## src/rtl/regfile_scoreboard.sv

```systemverilog
// Issue-side scoreboard for the 32-entry register file: post-reset zeroing sweep,
// per-register busy tracking with RAW/WAW issue gating, and a drain handshake.
module regfile_scoreboard #(
    parameter int NUM_REGS = 32,
    parameter int IDX_W    = 5
) (
    input  logic                clk,
    input  logic                rst,
    input  logic                issue_valid,
    input  logic [IDX_W-1:0]    issue_rs1_index,
    input  logic [IDX_W-1:0]    issue_rs2_index,
    input  logic [IDX_W-1:0]    issue_rd_index,
    input  logic                issue_rs1_used,
    input  logic                issue_rs2_used,
    input  logic                issue_rd_wen,
    output logic                issue_ready,
    input  logic                wb_en,
    input  logic [IDX_W-1:0]    wb_index,
    input  logic                kill_en,
    input  logic [IDX_W-1:0]    kill_index,
    input  logic                drain_req,
    output logic                drain_done,
    output logic                rf_init_we,
    output logic [IDX_W-1:0]    rf_init_index,
    output logic [NUM_REGS-1:0] busy_vec,
    output logic [IDX_W:0]      pending_count,
    output logic                err
);
    typedef enum logic [1:0] {S_INIT, S_RUN, S_DRAIN} state_t;

    state_t              state_q;
    logic [IDX_W:0]      sweep_q;
    logic                rf_init_we_q;
    logic [IDX_W-1:0]    rf_init_index_q;
    logic                drain_done_q;
    logic [NUM_REGS-1:0] busy_q, busy_d, set_mask, clr_mask;
    logic [IDX_W:0]      pending_q, pending_d;
    logic                err_q, err_d;
    logic                hazard, fire, active;
    logic                wb_clr, kill_clr, wb_bad, kill_bad;

    function automatic logic [IDX_W:0] popcount(input logic [NUM_REGS-1:0] v);
        logic [IDX_W:0] cnt;
        cnt = '0;
        for (int i = 0; i < NUM_REGS; i++) begin
            cnt = cnt + {{IDX_W{1'b0}}, v[i]};
        end
        return cnt;
    endfunction

    // Hazard uses only registered busy bits: the regfile cannot forward a same-cycle write.
    assign hazard = issue_valid && ((issue_rs1_used && busy_q[issue_rs1_index]) ||
                                    (issue_rs2_used && busy_q[issue_rs2_index]) ||
                                    (issue_rd_wen   && busy_q[issue_rd_index]));
    assign issue_ready = (state_q == S_RUN) && !hazard;
    assign fire        = issue_valid && issue_ready;
    assign active      = (state_q != S_INIT);
    assign wb_clr      = active && wb_en && (wb_index != '0);
    assign kill_clr    = active && kill_en && (kill_index != '0);
    assign wb_bad      = wb_clr && !busy_q[wb_index];
    assign kill_bad    = kill_clr && (!busy_q[kill_index] || (wb_clr && (wb_index == kill_index)));

    always_comb begin
        set_mask = '0;
        clr_mask = '0;
        if (fire && issue_rd_wen && (issue_rd_index != '0)) begin
            set_mask[issue_rd_index] = 1'b1;
        end
        if (wb_clr) begin
            clr_mask[wb_index] = 1'b1;
        end
        if (kill_clr) begin
            clr_mask[kill_index] = 1'b1;
        end
        // Clear applied after set so a forced set/clear collision leaves the bit clear.
        busy_d    = (busy_q | set_mask) & ~clr_mask;
        pending_d = popcount(busy_d);
        err_d     = err_q | wb_bad | kill_bad;
    end

    always_ff @(posedge clk or posedge rst) begin
        if (rst) begin
            busy_q    <= '0;
            pending_q <= '0;
            err_q     <= 1'b0;
        end else begin
            busy_q    <= busy_d;
            pending_q <= pending_d;
            err_q     <= err_d;
        end
    end

    always_ff @(posedge clk or posedge rst) begin
        if (rst) begin
            state_q         <= S_INIT;
            sweep_q         <= (IDX_W+1)'(1);
            rf_init_we_q    <= 1'b0;
            rf_init_index_q <= '0;
            drain_done_q    <= 1'b0;
        end else begin
            case (state_q)
                S_INIT: begin
                    if (sweep_q == (IDX_W+1)'(NUM_REGS)) begin
                        state_q         <= S_RUN;
                        rf_init_we_q    <= 1'b0;
                        rf_init_index_q <= '0;
                    end else begin
                        rf_init_we_q    <= 1'b1;
                        rf_init_index_q <= sweep_q[IDX_W-1:0];
                        sweep_q         <= sweep_q + (IDX_W+1)'(1);
                    end
                end
                S_RUN: begin
                    drain_done_q <= 1'b0;
                    if (drain_req) begin
                        state_q <= S_DRAIN;
                    end
                end
                S_DRAIN: begin
                    if (!drain_req) begin
                        state_q      <= S_RUN;
                        drain_done_q <= 1'b0;
                    end else begin
                        drain_done_q <= (pending_q == '0);
                    end
                end
                default: state_q <= S_INIT;
            endcase
        end
    end

    assign drain_done    = drain_done_q;
    assign rf_init_we    = rf_init_we_q;
    assign rf_init_index = rf_init_index_q;
    assign busy_vec      = busy_q;
    assign pending_count = pending_q;
    assign err           = err_q;
endmodule

```

## config.mk

```make
export PLATFORM = sky130hd
export DESIGN_NAME = regfile_scoreboard
export DESIGN_NICKNAME = d
export VERILOG_FILES = /design/src/rtl/regfile_scoreboard.sv
export SDC_FILE = /design/constraint.sdc
export NUM_CORES = 1
export LEC_CHECK = 0
export ABC_AREA = 1
export BUFFER_PORTS_ARGS = -buffer_cell sky130_fd_sc_hd__buf_2
export CORE_MARGIN = 4
export CORE_UTILIZATION = 50
export CTS_BUF_LIST = sky130_fd_sc_hd__clkbuf_16
export DETAILED_ROUTE_END_ITERATION = 10
export HOLD_SLACK_MARGIN = 0.06
export PLACE_DENSITY = 0.74
export SYNTH_ARGS = -nofsm -noshare
export SYNTH_HDL_FRONTEND = slang
export SYNTH_SLANG_ARGS = --single-unit
```

## constraint.sdc

```tcl
create_clock -name clk -period 7.46 [get_ports clk]
set_input_delay 1.865 -clock clk [delete_from_list [all_inputs] [get_ports clk]]
set_output_delay 1.865 -clock clk [all_outputs]
set_load 0.02 [all_outputs]
```

==> results of run 1 <==
## layout make-up
class	count	area [sq um]
clock buffers	5	125
well taps	140	175
clock inverters	3	26.3
inverters	140	549
repair buffers	144	977
multi-input cells	591	3530
flip-flops and latches	54	1350
fillers	995	4060
## cells in the final DEF, fill, tap and decap left out, types with 6 or more instances in the layout
cell type                   netlist  routed
sky130_fd_sc_hd__xor2_1           9       9
sky130_fd_sc_hd__o22ai_1         36      36
sky130_fd_sc_hd__nand2_1        202     201
sky130_fd_sc_hd__buf_4            2      58
sky130_fd_sc_hd__buf_2            6      76
sky130_fd_sc_hd__inv_1          134     129
sky130_fd_sc_hd__clkbuf_16        0       6
sky130_fd_sc_hd__a21oi_1         37      30
sky130_fd_sc_hd__ha_1            14      13
sky130_fd_sc_hd__nor2_1          57      56
sky130_fd_sc_hd__nand4_2         18      18
sky130_fd_sc_hd__nor3_1          27      27
sky130_fd_sc_hd__fa_1            24      21
sky130_fd_sc_hd__dfrtp_1         53      53
sky130_fd_sc_hd__nand4_1         26      26
sky130_fd_sc_hd__nand3_1         72      69
sky130_fd_sc_hd__o21ai_0         46      46
sky130_fd_sc_hd__a21oi_2          0       7
## timing repair
item,in CTS,in global routing
buffers inserted,0,9
setup endpoints to repair,0,5
gates resized for setup,0,45
## metrics by stage
step           setup TNS [ps]  util (%)  area [sq um]  setup WS [ps]
2_1_floorplan               0         -          5500            291
3_3_place_gp             -546      58.8          6350           -180
3_5_place_dp             -648      58.8          6350           -227
4_1_cts                     0      60.2          6500           62.0
5_1_grt                 -99.0      62.4          6730          -68.1
6_report                    0      62.4          6730            182
## worst min-delay path, cell delays in order, from the launching register on
cell,delay [ps]
sky130_fd_sc_hd__dfrtp_1,350
sky130_fd_sc_hd__nand2_1,50
sky130_fd_sc_hd__nand2_1,40
## per-layer routing
layer,part of all wire (%),wire length (um),vias up,global-route usage (%)
li1,-,-,2921,-
met1,40,7820,2880,42.2
met2,43,8540,433,44.7
met3,13,2460,85,7.38
met4,4.3,851,0,11.1
met5,0,0,-,0
## state kept, by name, summed over array words and instances (netlist names)
signal         count
rf_init_we         1
err                1
sweep_q            6
drain_done         1
pending_count      6
state_q            2
busy_vec          32
rf_init_index      5
## how the worst max path moves through the flow
stage | startpoint | to | depth (start not counted)
6_report | issue_rd_index[0] | pending_count[4] | 29
5_1_grt | issue_rd_index[0] | pending_count[4] | 29
4_1_cts | issue_rd_index[0] | pending_count[5] | 33
3_5_place_dp | issue_rd_index[0] | pending_count[5] | 33
3_3_place_gp | issue_rd_index[0] | pending_count[5] | 33
2_1_floorplan | issue_rs2_index[0] | pending_count[4] | 27
## cell families (layout without fill, tap and decap cells)
family | Yosys count | after routing
compound gates | 128 | 128
xor+xnor | 13 | 13
fa+ha+maj | 38 | 38
buf+inv | 168 | 292
flops | 54 | 54
simple gates | 411 | 412
==> flow_summary.json, run 1 <==
{
  "placeableCoreArea_sq_um": 10800,
  "crit_required_ps": 7650,
  "slew_headroom_pct": 27.1,
  "row_count": 38,
  "max_freq_ghz": 0.137,
  "synth_most_common_cell": "sky130_fd_sc_hd__nand2_1",
  "gpl.final_weighted_congestion": 1.03,
  "ctsLongestPathBuffers": 2,
  "timing.final.hold_violations": 0,
  "synth.area.mux_share_pct": 0,
  "cts.hold.buffers_added": 0,
  "wl_um": 19700,
  "tritoncts": "built",
  "timing.critical_path.max_delay_family": "adder cells",
  "ys_seq_elements": 54,
  "postSynthNetCount": 884,
  "synth.top_cells.by_count": "sky130_fd_sc_hd__nand2_1, sky130_fd_sc_hd__inv_1, sky130_fd_sc_hd__nand3_1, sky130_fd_sc_hd__nor2_1, sky130_fd_sc_hd__dfrtp_1",
  "critPathMaxFanout": 8,
  "htreeDepth": 2,
  "cts_made_buffers": 5,
  "drt_first_pass_iters": 6,
  "worst_setup_path_start_kind": "input port",
  "final.min_clock_period_ps": 7280,
  "die-area_sq_um": 12700,
  "antenna_found_initial": 0,
  "ios": 81,
  "cts.reportedPaths.clkPinSlew_ps": 80,
  "synth_warnings": 0,
  "synth.largest_area_cell": "sky130_fd_sc_hd__dfrtp_1",
  "synth.top_cells.by_area": "sky130_fd_sc_hd__dfrtp_1, sky130_fd_sc_hd__nand2_1, sky130_fd_sc_hd__inv_1, sky130_fd_sc_hd__fa_1, sky130_fd_sc_hd__nand3_1",
  "post_route_clock_period_utilization_pct": 97.6,
  "synth_top_family_by_area": "simple AND/OR/NAND/NOR gates",
  "critical_path.n_buffers_inverters": 5,
  "fin_worst_hold_slack_ps": 476,
  "ys.flop_type": "sky130_fd_sc_hd__dfrtp_1",
  "synth_largest_type_area_fraction_pct": 24.1,
  "route.antenna.remaining_nets": 0,
  "tightest_slew_ps": 1090,
  "syn_area_sq_um": 5500,
  "post-route-drc-count": 0,
  "synth_compound_gate_area_share_pct": 13.0,
  "first_iter_violations": 986,
  "adder_and_majority_cell_fraction_of_the_synthesized_area_pct": 11.9,
  "timing_worst_setup_path_type": "input port to flop",
  "clock_latency_ps": 300,
  "crit_path_frequent_cell": "sky130_fd_sc_hd__nand2_1",
  "hold_class": "flop to flop",
  "slew_violations": 0,
  "dr_total_vias": 6319,
  "synth.distinct_cells": 40,
  "holdPathStages": 2,
  "timing.critical_path.arrival_ps": 7470,
  "hp-start": "rf_init_index[3]",
  "timing.clock.skew_ps": 9.30,
  "final-instance-count-excl-fill": 1077,
  "dieWidth_um": 113,
  "routed_via_density": 5.87,
  "setup.reg_to_reg.worst_slack_ps": 970,
  "fin_nets": 1008,
  "maximum_number_of_pins_on_one_net_before_global_route_repair": 55,
  "drive_above_1_share_pct": 21.8,
  "place_hpwl_um": 15000,
  "seq_area_frac_synth_pct": 24.6,
  "cts.sink_count": 54,
  "portBuffers": 80,
  "r2r_cells": 23,
  "rr_endpoint": "pending_count[4]",
  "cp_slowest_stage_delay_ps": 610,
  "synth_edf_count": 0,
  "timing.max_cap.violations": 0,
  "setup_violations": 0,
  "yosys.area_share.xor_xnor_pct": 2.07,
  "hold-path-endpoint": "rf_init_index[3]",
  "outcome": "completed",
  "cts_root_buf": "sky130_fd_sc_hd__clkbuf_16",
  "grt_util_all_layers_pct": 29.9,
  "area_delta_synth_final_pct": 22.4,
  "first_global_vias": 5777,
  "starting_density_of_the_core_pct": 51.0,
  "synthesis.instances": 812,
  "avgRoutedWirePerCell_um": 18.3,
  "die_y_um": 113,
  "dp.cells": 1059,
  "grt_first_pass_wirelength_um": 30300,
  "antennaDiodeCount": 0,
  "post_synth_and_or_nand_nor_area_fraction_pct": 35.2,
  "critical_path.endpoint_type": "flop",
  "postSynthAreaPerCell_sq_um": 6.78,
  "critical_path.reg2reg.startpoint": "state_q[0]",
  "synthArstFlopShare_pct": 100,
  "grt_remaining_overflow": 0,
  "critPathSlowestCell": "sky130_fd_sc_hd__fa_2"
}
Power of run 1 is not shown: default switching activity piles up to over one toggle a cycle in this logic, so the estimate is an artifact.
==> run 2, diff against run 1 <==
ABC_AREA = 0   (was 1)
CORE_UTILIZATION = 59   (was 50)
PLACE_DENSITY = 0.86   (was 0.74)
==> flow_summary.json, run 2 <==
{
  "place_hpwl_um": 14700,
  "tritoncts": "built",
  "synth_largest_type_area_fraction_pct": 25.5,
  "route.antenna.remaining_nets": 0,
  "timing.critical_path.arrival_ps": 7960,
  "hp-start": "sweep_q[5]",
  "setup_violations": 5,
  "critical_path.n_buffers_inverters": 6,
  "placeableCoreArea_sq_um": 8380,
  "timing.max_cap.violations": 0,
  "grt_util_all_layers_pct": 38.2,
  "tightest_slew_ps": 824,
  "grt_first_pass_wirelength_um": 29400,
  "layout_common_cells": "sky130_fd_sc_hd__buf_2, sky130_fd_sc_hd__buf_4, sky130_fd_sc_hd__dfrtp_1",
  "ys.flop_type": "sky130_fd_sc_hd__dfrtp_1",
  "synth.largest_area_cell": "sky130_fd_sc_hd__dfrtp_1",
  "final-instance-count-excl-fill": 749,
  "portBuffers": 80,
  "maximum_number_of_pins_on_one_net_before_global_route_repair": 41,
  "first_iter_violations": 591,
  "clock_latency_ps": 300,
  "cts.sink_count": 54,
  "post_route_clock_period_utilization_pct": 104,
  "post-route-drc-count": 0,
  "antenna_found_initial": 0,
  "synth_most_common_cell": "sky130_fd_sc_hd__dfrtp_1",
  "vdd_ir_drop_max_mv": 0.724,
  "row_count": 33,
  "critPathSlowestCell": "sky130_fd_sc_hd__fa_1",
  "dieWidth_um": 102,
  "drive_above_1_share_pct": 37.7,
  "drt_first_pass_iters": 5,
  "power.density_nw_per_um2": 372,
  "hold_class": "flop to flop",
  "postSynthNetCount": 583,
  "cts.reportedPaths.clkPinSlew_ps": 70,
  "crit_path_frequent_cell": "sky130_fd_sc_hd__fa_1",
  "synth_warnings": 0,
  "worst_setup_path_start_kind": "input port",
  "critical_path.endpoint_type": "flop",
  "synth.distinct_cells": 58,
  "timing.clock.skew_ps": 6.68,
  "slew_violations": 0,
  "seq_area_frac_synth_pct": 26.0,
  "ys_seq_elements": 54,
  "cts_root_buf": "sky130_fd_sc_hd__clkbuf_16",
  "final.min_clock_period_ps": 7780,
  "max_freq_ghz": 0.128,
  "postLayoutCellArea_sq_um": 6500,
  "antennaDiodeCount": 0,
  "mostFrequentLayoutCell": "sky130_fd_sc_hd__buf_2",
  "slew_headroom_pct": 44.8,
  "synthesis.instances": 511,
  "routed_via_density": 7.05,
  "place_area_sq_um": 6180,
  "synth_edf_count": 0,
  "cts_made_buffers": 5,
  "timing.critical_path.max_delay_family": "adder cells",
  "largest_register_ffs": 32,
  "critPathMaxFanout": 7,
  "die_y_um": 102,
  "critical_path.reg2reg.startpoint": "busy_vec[17]",
  "synth.top_cells.by_count": "sky130_fd_sc_hd__dfrtp_1, sky130_fd_sc_hd__nand2_1, sky130_fd_sc_hd__inv_1, sky130_fd_sc_hd__mux4_2, sky130_fd_sc_hd__clkbuf_1",
  "ios": 81,
  "dp.cells": 734,
  "fin_setup_tns_ps": -1290,
  "dr_total_vias": 5283,
  "ctsLongestPathBuffers": 2,
  "gpl.final_weighted_congestion": 1.14,
  "synth.top_cells.by_area": "sky130_fd_sc_hd__dfrtp_1, sky130_fd_sc_hd__mux4_2, sky130_fd_sc_hd__fa_1, sky130_fd_sc_hd__ha_1, sky130_fd_sc_hd__nand2_1",
  "startpoint": "issue_rs2_index[1]",
  "leakage_uw": 0.00288,
  "crit_chain": "buf_12 -> mux4_2 -> mux4_2 -> o2bb2ai_4 -> a31oi_4 -> nand4b_1 -> buf_6 -> buf_4 -> o21a_1 -> fa_1 -> fa_1 -> inv_1 -> fa_1 -> fa_1 -> fa_1 -> inv_1 -> fa_1 -> inv_1 -> ha_1 -> a21o_1 -> a21oi_2 -> nor2b_1 -> o21a_1",
  "fin_ws_ps": -325,
  "first_global_vias": 5372,
  "timing.final.hold_violations": 0,
  "fin_nets": 715,
  "grt_setup_unrepaired": "true",
  "cp_slowest_stage_delay_ps": 540,
  "htreeDepth": 2,
  "syn_area_sq_um": 5190,
  "violations": "setup timing",
  "outcome": "complete, but fails checks",
  "cts.hold.buffers_added": 0,
  "wl_um": 19300,
  "postSynthAreaPerCell_sq_um": 10.2,
  "synthArstFlopShare_pct": 100,
  "starting_density_of_the_core_pct": 61.9,
  "timing_worst_setup_path_type": "input port to flop",
  "crit_required_ps": 7640,
  "avgRoutedWirePerCell_um": 25.8,
  "die-area_sq_um": 10400,
  "grt_remaining_overflow": 0,
  "area_delta_synth_final_pct": 25.2
}
==> run 2: cell count changes in the layout (fill, tap and decap cells not counted), sizes merged, moves of 30 or more <==
| cell | before | now |
|---|---|---|
| a21oi | 37 | 7 |
| mux4 | 0 | 41 |
| inv | 139 | 42 |
| nor2 | 59 | 22 |
| nand4 | 44 | 9 |
| o21ai | 46 | 12 |
| nand2 | 206 | 45 |
| nand3 | 73 | 20 |
==> run 2: repair_timing <==
item                       in CTS  in global routing
gates resized for setup        15                 10
hold endpoints to repair        0                  0
setup buffers                   2                  5
pin swaps                       4                 10
setup endpoints to repair       5                  5
==> run 2: cell type report <==
type                            instances  area [sq um]
Multi-Input combinational cell        385          3680
Fill cell                             577          1880
Sequential cell                        54          1350
Timing Repair Buffer                  156          1010
Inverter                               41           154
Tap cell                              105           131
Clock buffer                            5           125
Clock inverter                          3          41.3
==> run 2: stage by stage <==
stage / total power (uW) / utilization, % / setup slack (ps) / hold slack, ps
final: 2420 / 77.6 / -325 / 477
after global routing: 2590 / 77.6 / -476 / 480
after CTS: 2340 / 76.6 / -266 / 473
after detailed placement: 2060 / 73.7 / -677 / 456
after global placement: 1960 / 73.7 / -575 / 459
after floorplan: 1500 / - / -397 / 441
==> run 2: kinds of logic (layout without fill, tap and decap cells) <==
| logic type | count (synthesis) | after routing | share of synthesized area, % |
|---|---|---|---|
| mux | 56 | 56 | 20.9 |
| xor+xnor | 13 | 13 | 2.19 |
| flops | 54 | 54 | 26.0 |
| compound gates | 120 | 120 | 17.4 |
| fa+ha+maj | 38 | 38 | 12.6 |
| simple gates | 158 | 158 | 15.6 |
| buf+inv | 72 | 205 | 5.25 |
==> run 2: where the power goes <==
part	leakage, uW	total, uW	internal, uW	switching (uW)
Clock	0.0000812	270	158	112
Sequential	0.000702	543	394	149
Combinational	0.00210	1600	778	826
==> run 2: path summary, 6_finish.rpt <==
check / end / slack, ps / depth (start not counted)
max: pending_count[5] / -320 / 23
min: sweep_q[5] / 480 / 1
max reg2reg: pending_count[5] / 770 / 22
min reg2reg: sweep_q[5] / 480 / 1
max in group asynchronous: sweep_q[0] / 5090 / 3
min in group asynchronous: pending_count[4] / 1530 / 2
==> run 2: routing by layer <==
| metal | up-vias | GRT usage [%] | wire, um |
|---|---|---|---|
| li1 | 2196 | - | - |
| met1 | 2543 | 47.9 | 6420 |
| met2 | 441 | 60.8 | 8950 |
| met3 | 103 | 10.6 | 2720 |
| met4 | 0 | 20.1 | 1200 |
| met5 | - | 0 | 0 |
(Power assumes the default switching activity.)
==> run 3, diff against run 2 <==
CORE_UTILIZATION = 60   (was 59)
CTS_BUF_LIST = sky130_fd_sc_hd__clkbuf_2   (was sky130_fd_sc_hd__clkbuf_16)
PLACE_DENSITY = 0.87   (was 0.86)
RECOVER_POWER = 25   (was default)
clock period = 8.9 ns   (was 7.46 ns; I/O delays follow)
==> flow_summary.json, run 3 (synthesis results as in run 2) <==
{
  "starting_density_of_the_core_pct": 62.6,
  "place_hpwl_um": 13100,
  "antennaDiodeCount": 0,
  "grt_setup_unrepaired": "false",
  "critPathMaxFanout": 9,
  "grt_first_pass_wirelength_um": 26500,
  "timing.final.hold_violations": 0,
  "cts.sink_count": 54,
  "area_delta_synth_final_pct": 10.6,
  "setup.reg_to_reg.worst_slack_ps": 1900,
  "vdd_ir_drop_max_mv": 0.530,
  "hold_class": "flop to flop",
  "resized_cells_post_cts": 0,
  "power.density_nw_per_um2": 290,
  "grt_remaining_overflow": 0,
  "post_route_clock_period_utilization_pct": 94.7,
  "layout_common_cells": "sky130_fd_sc_hd__buf_2, sky130_fd_sc_hd__dfrtp_1, sky130_fd_sc_hd__nand2_1",
  "violations": "capacitance limit, slew limit",
  "holdPathStages": 1,
  "tightest_slew_ps": 2070,
  "portBuffers": 80,
  "dr_total_vias": 4827,
  "intPower_uw": 859,
  "mostFrequentLayoutCell": "sky130_fd_sc_hd__buf_2",
  "leakage_uw": 0.00248,
  "fin_util_pct": 69.2,
  "final.min_clock_period_ps": 8420,
  "switching_share_pct": 48.5,
  "outcome": "complete, but fails checks",
  "clock_latency_ps": 470,
  "drt_first_pass_iters": 5,
  "worst_setup_path_start_kind": "input port",
  "timing.critical_path.arrival_ps": 8810,
  "route.antenna.remaining_nets": 0,
  "crit_required_ps": 9280,
  "placeableCoreArea_sq_um": 8300,
  "die_y_um": 101,
  "htreeDepth": 2,
  "first_global_vias": 4782,
  "cts.reportedPaths.clkPinSlew_ps": 270,
  "antenna_found_initial": 0,
  "slew_violations": 55,
  "power.switching_uw": 808,
  "die-area_sq_um": 10200,
  "area_taken_by_multi_input_logic_gates_sq_um": 3570,
  "total_power_uw": 1670,
  "final.fill_count": 642,
  "wire_length_on_met2_um": 7970,
  "p_clk_share_pct": 7.8,
  "first_iter_violations": 530,
  "top_signal_layer_used": "met4",
  "timing.max_cap.violations": 1,
  "dp.cells": 674,
  "largest_register_ffs": 32,
  "max_freq_ghz": 0.119,
  "maximum_number_of_pins_on_one_net_before_global_route_repair": 55,
  "grt_util_all_layers_pct": 34.5,
  "critical_path.reg2reg.startpoint": "busy_vec[2]",
  "cts_made_buffers": 5,
  "ctsLongestPathBuffers": 2,
  "row_count": 33,
  "hp-start": "sweep_q[5]",
  "dieWidth_um": 101,
  "critical_path.endpoint_type": "flop",
  "drive_above_1_share_pct": 27.0,
  "gpl.final_weighted_congestion": 0.973,
  "rr_endpoint": "pending_count[5]",
  "route.layer.met1.wl_um": 6310,
  "wl_um": 17100,
  "routed_via_density": 7.08,
  "setup_violations": 0,
  "avgRoutedWirePerCell_um": 25.0,
  "final-instance-count-excl-fill": 682,
  "post-cts-setup-buffer-count": 0,
  "ios": 81,
  "fin_nets": 648,
  "timing.clock.skew_ps": 24.5,
  "r2r_cells": 22,
  "comb_power_share_pct": 65.0,
  "hold-path-endpoint": "sweep_q[5]",
  "wl_met3_um": 2030,
  "slew_headroom_pct": -38.1,
  "sequentialPowerShare_pct": 27.3,
  "timing_worst_setup_path_type": "input port to flop",
  "cts_root_buf": "sky130_fd_sc_hd__clkbuf_2",
  "cts.hold.buffers_added": 0,
  "post-route-drc-count": 0,
  "tritoncts": "built",
  "layout.area.seq_sq_um": 1350
}
run 3: final cells by class:
class | instances | share of cell area [%]
tap | 105 | 2.29
multi-input combinational | 385 | 62.1
sequential | 54 | 23.6
timing repair buffer | 89 | 8.13
inverter | 41 | 2.68
clock inverter | 3 | 0.763
clock buffer | 5 | 0.436
run 3: how the worst max path moves through the flow:
stage                            start  cells after the start  slack, ps               end
global route        issue_rs2_index[1]                     23         90  pending_count[5]
finish              issue_rs2_index[1]                     23        480  pending_count[5]
detailed placement  issue_rs2_index[1]                     23        -80  pending_count[5]
CTS                 issue_rs2_index[1]                     23        400  pending_count[5]
global placement    issue_rs2_index[1]                     23        130  pending_count[4]
floorplan           issue_rs1_index[0]                     22        130  pending_count[5]
run 3: power groups by stage:
stage | clock [uW] | sequential, uW | combinational [uW]
2_1_floorplan | 0 | 462 | 768
3_3_place_gp | 0 | 445 | 1040
3_5_place_dp | 0 | 450 | 1080
4_1_cts | 131 | 444 | 1090
5_1_grt | 144 | 457 | 1230
6_report | 129 | 455 | 1080
run 3: critical path, cell delays in order:
cell and delay (ps):
sky130_fd_sc_hd__buf_2 210, sky130_fd_sc_hd__mux4_2 530, sky130_fd_sc_hd__mux4_2 450, sky130_fd_sc_hd__o2bb2ai_1 140, sky130_fd_sc_hd__a31oi_2 270, sky130_fd_sc_hd__nand4_1 170
sky130_fd_sc_hd__buf_4 220, sky130_fd_sc_hd__o31ai_1 520, sky130_fd_sc_hd__fa_1 520, sky130_fd_sc_hd__inv_1 90, sky130_fd_sc_hd__fa_1 440, sky130_fd_sc_hd__fa_1 380
sky130_fd_sc_hd__inv_1 100, sky130_fd_sc_hd__fa_1 420, sky130_fd_sc_hd__fa_1 500, sky130_fd_sc_hd__inv_1 50, sky130_fd_sc_hd__fa_1 590, sky130_fd_sc_hd__inv_1 60
sky130_fd_sc_hd__ha_1 280, sky130_fd_sc_hd__a21o_1 150, sky130_fd_sc_hd__a21oi_1 220, sky130_fd_sc_hd__nor2b_1 80, sky130_fd_sc_hd__o21a_1 170
run 3: stage by stage:
| stage | TNS, ps | worst slack, ps | hold WS [ps] | instance area, sq um |
|---|---|---|---|---|
| 6_report | 0 | 476 | 504 | 5740 |
| 5_1_grt | 0 | 86.4 | 523 | 5740 |
| 4_1_cts | 0 | 401 | 498 | 5740 |
| 3_5_place_dp | -90.7 | -80.2 | 466 | 5670 |
| 3_3_place_gp | 0 | 134 | 461 | 5670 |
| 2_1_floorplan | 0 | 131 | 441 | 5190 |
run 3: layer usage:
metal,GRT usage (%),vias to the layer above
li1,-,2063
met1,47.4,2326
met2,53.9,367
met3,6.16,71
met4,15.6,0
met5,0,-
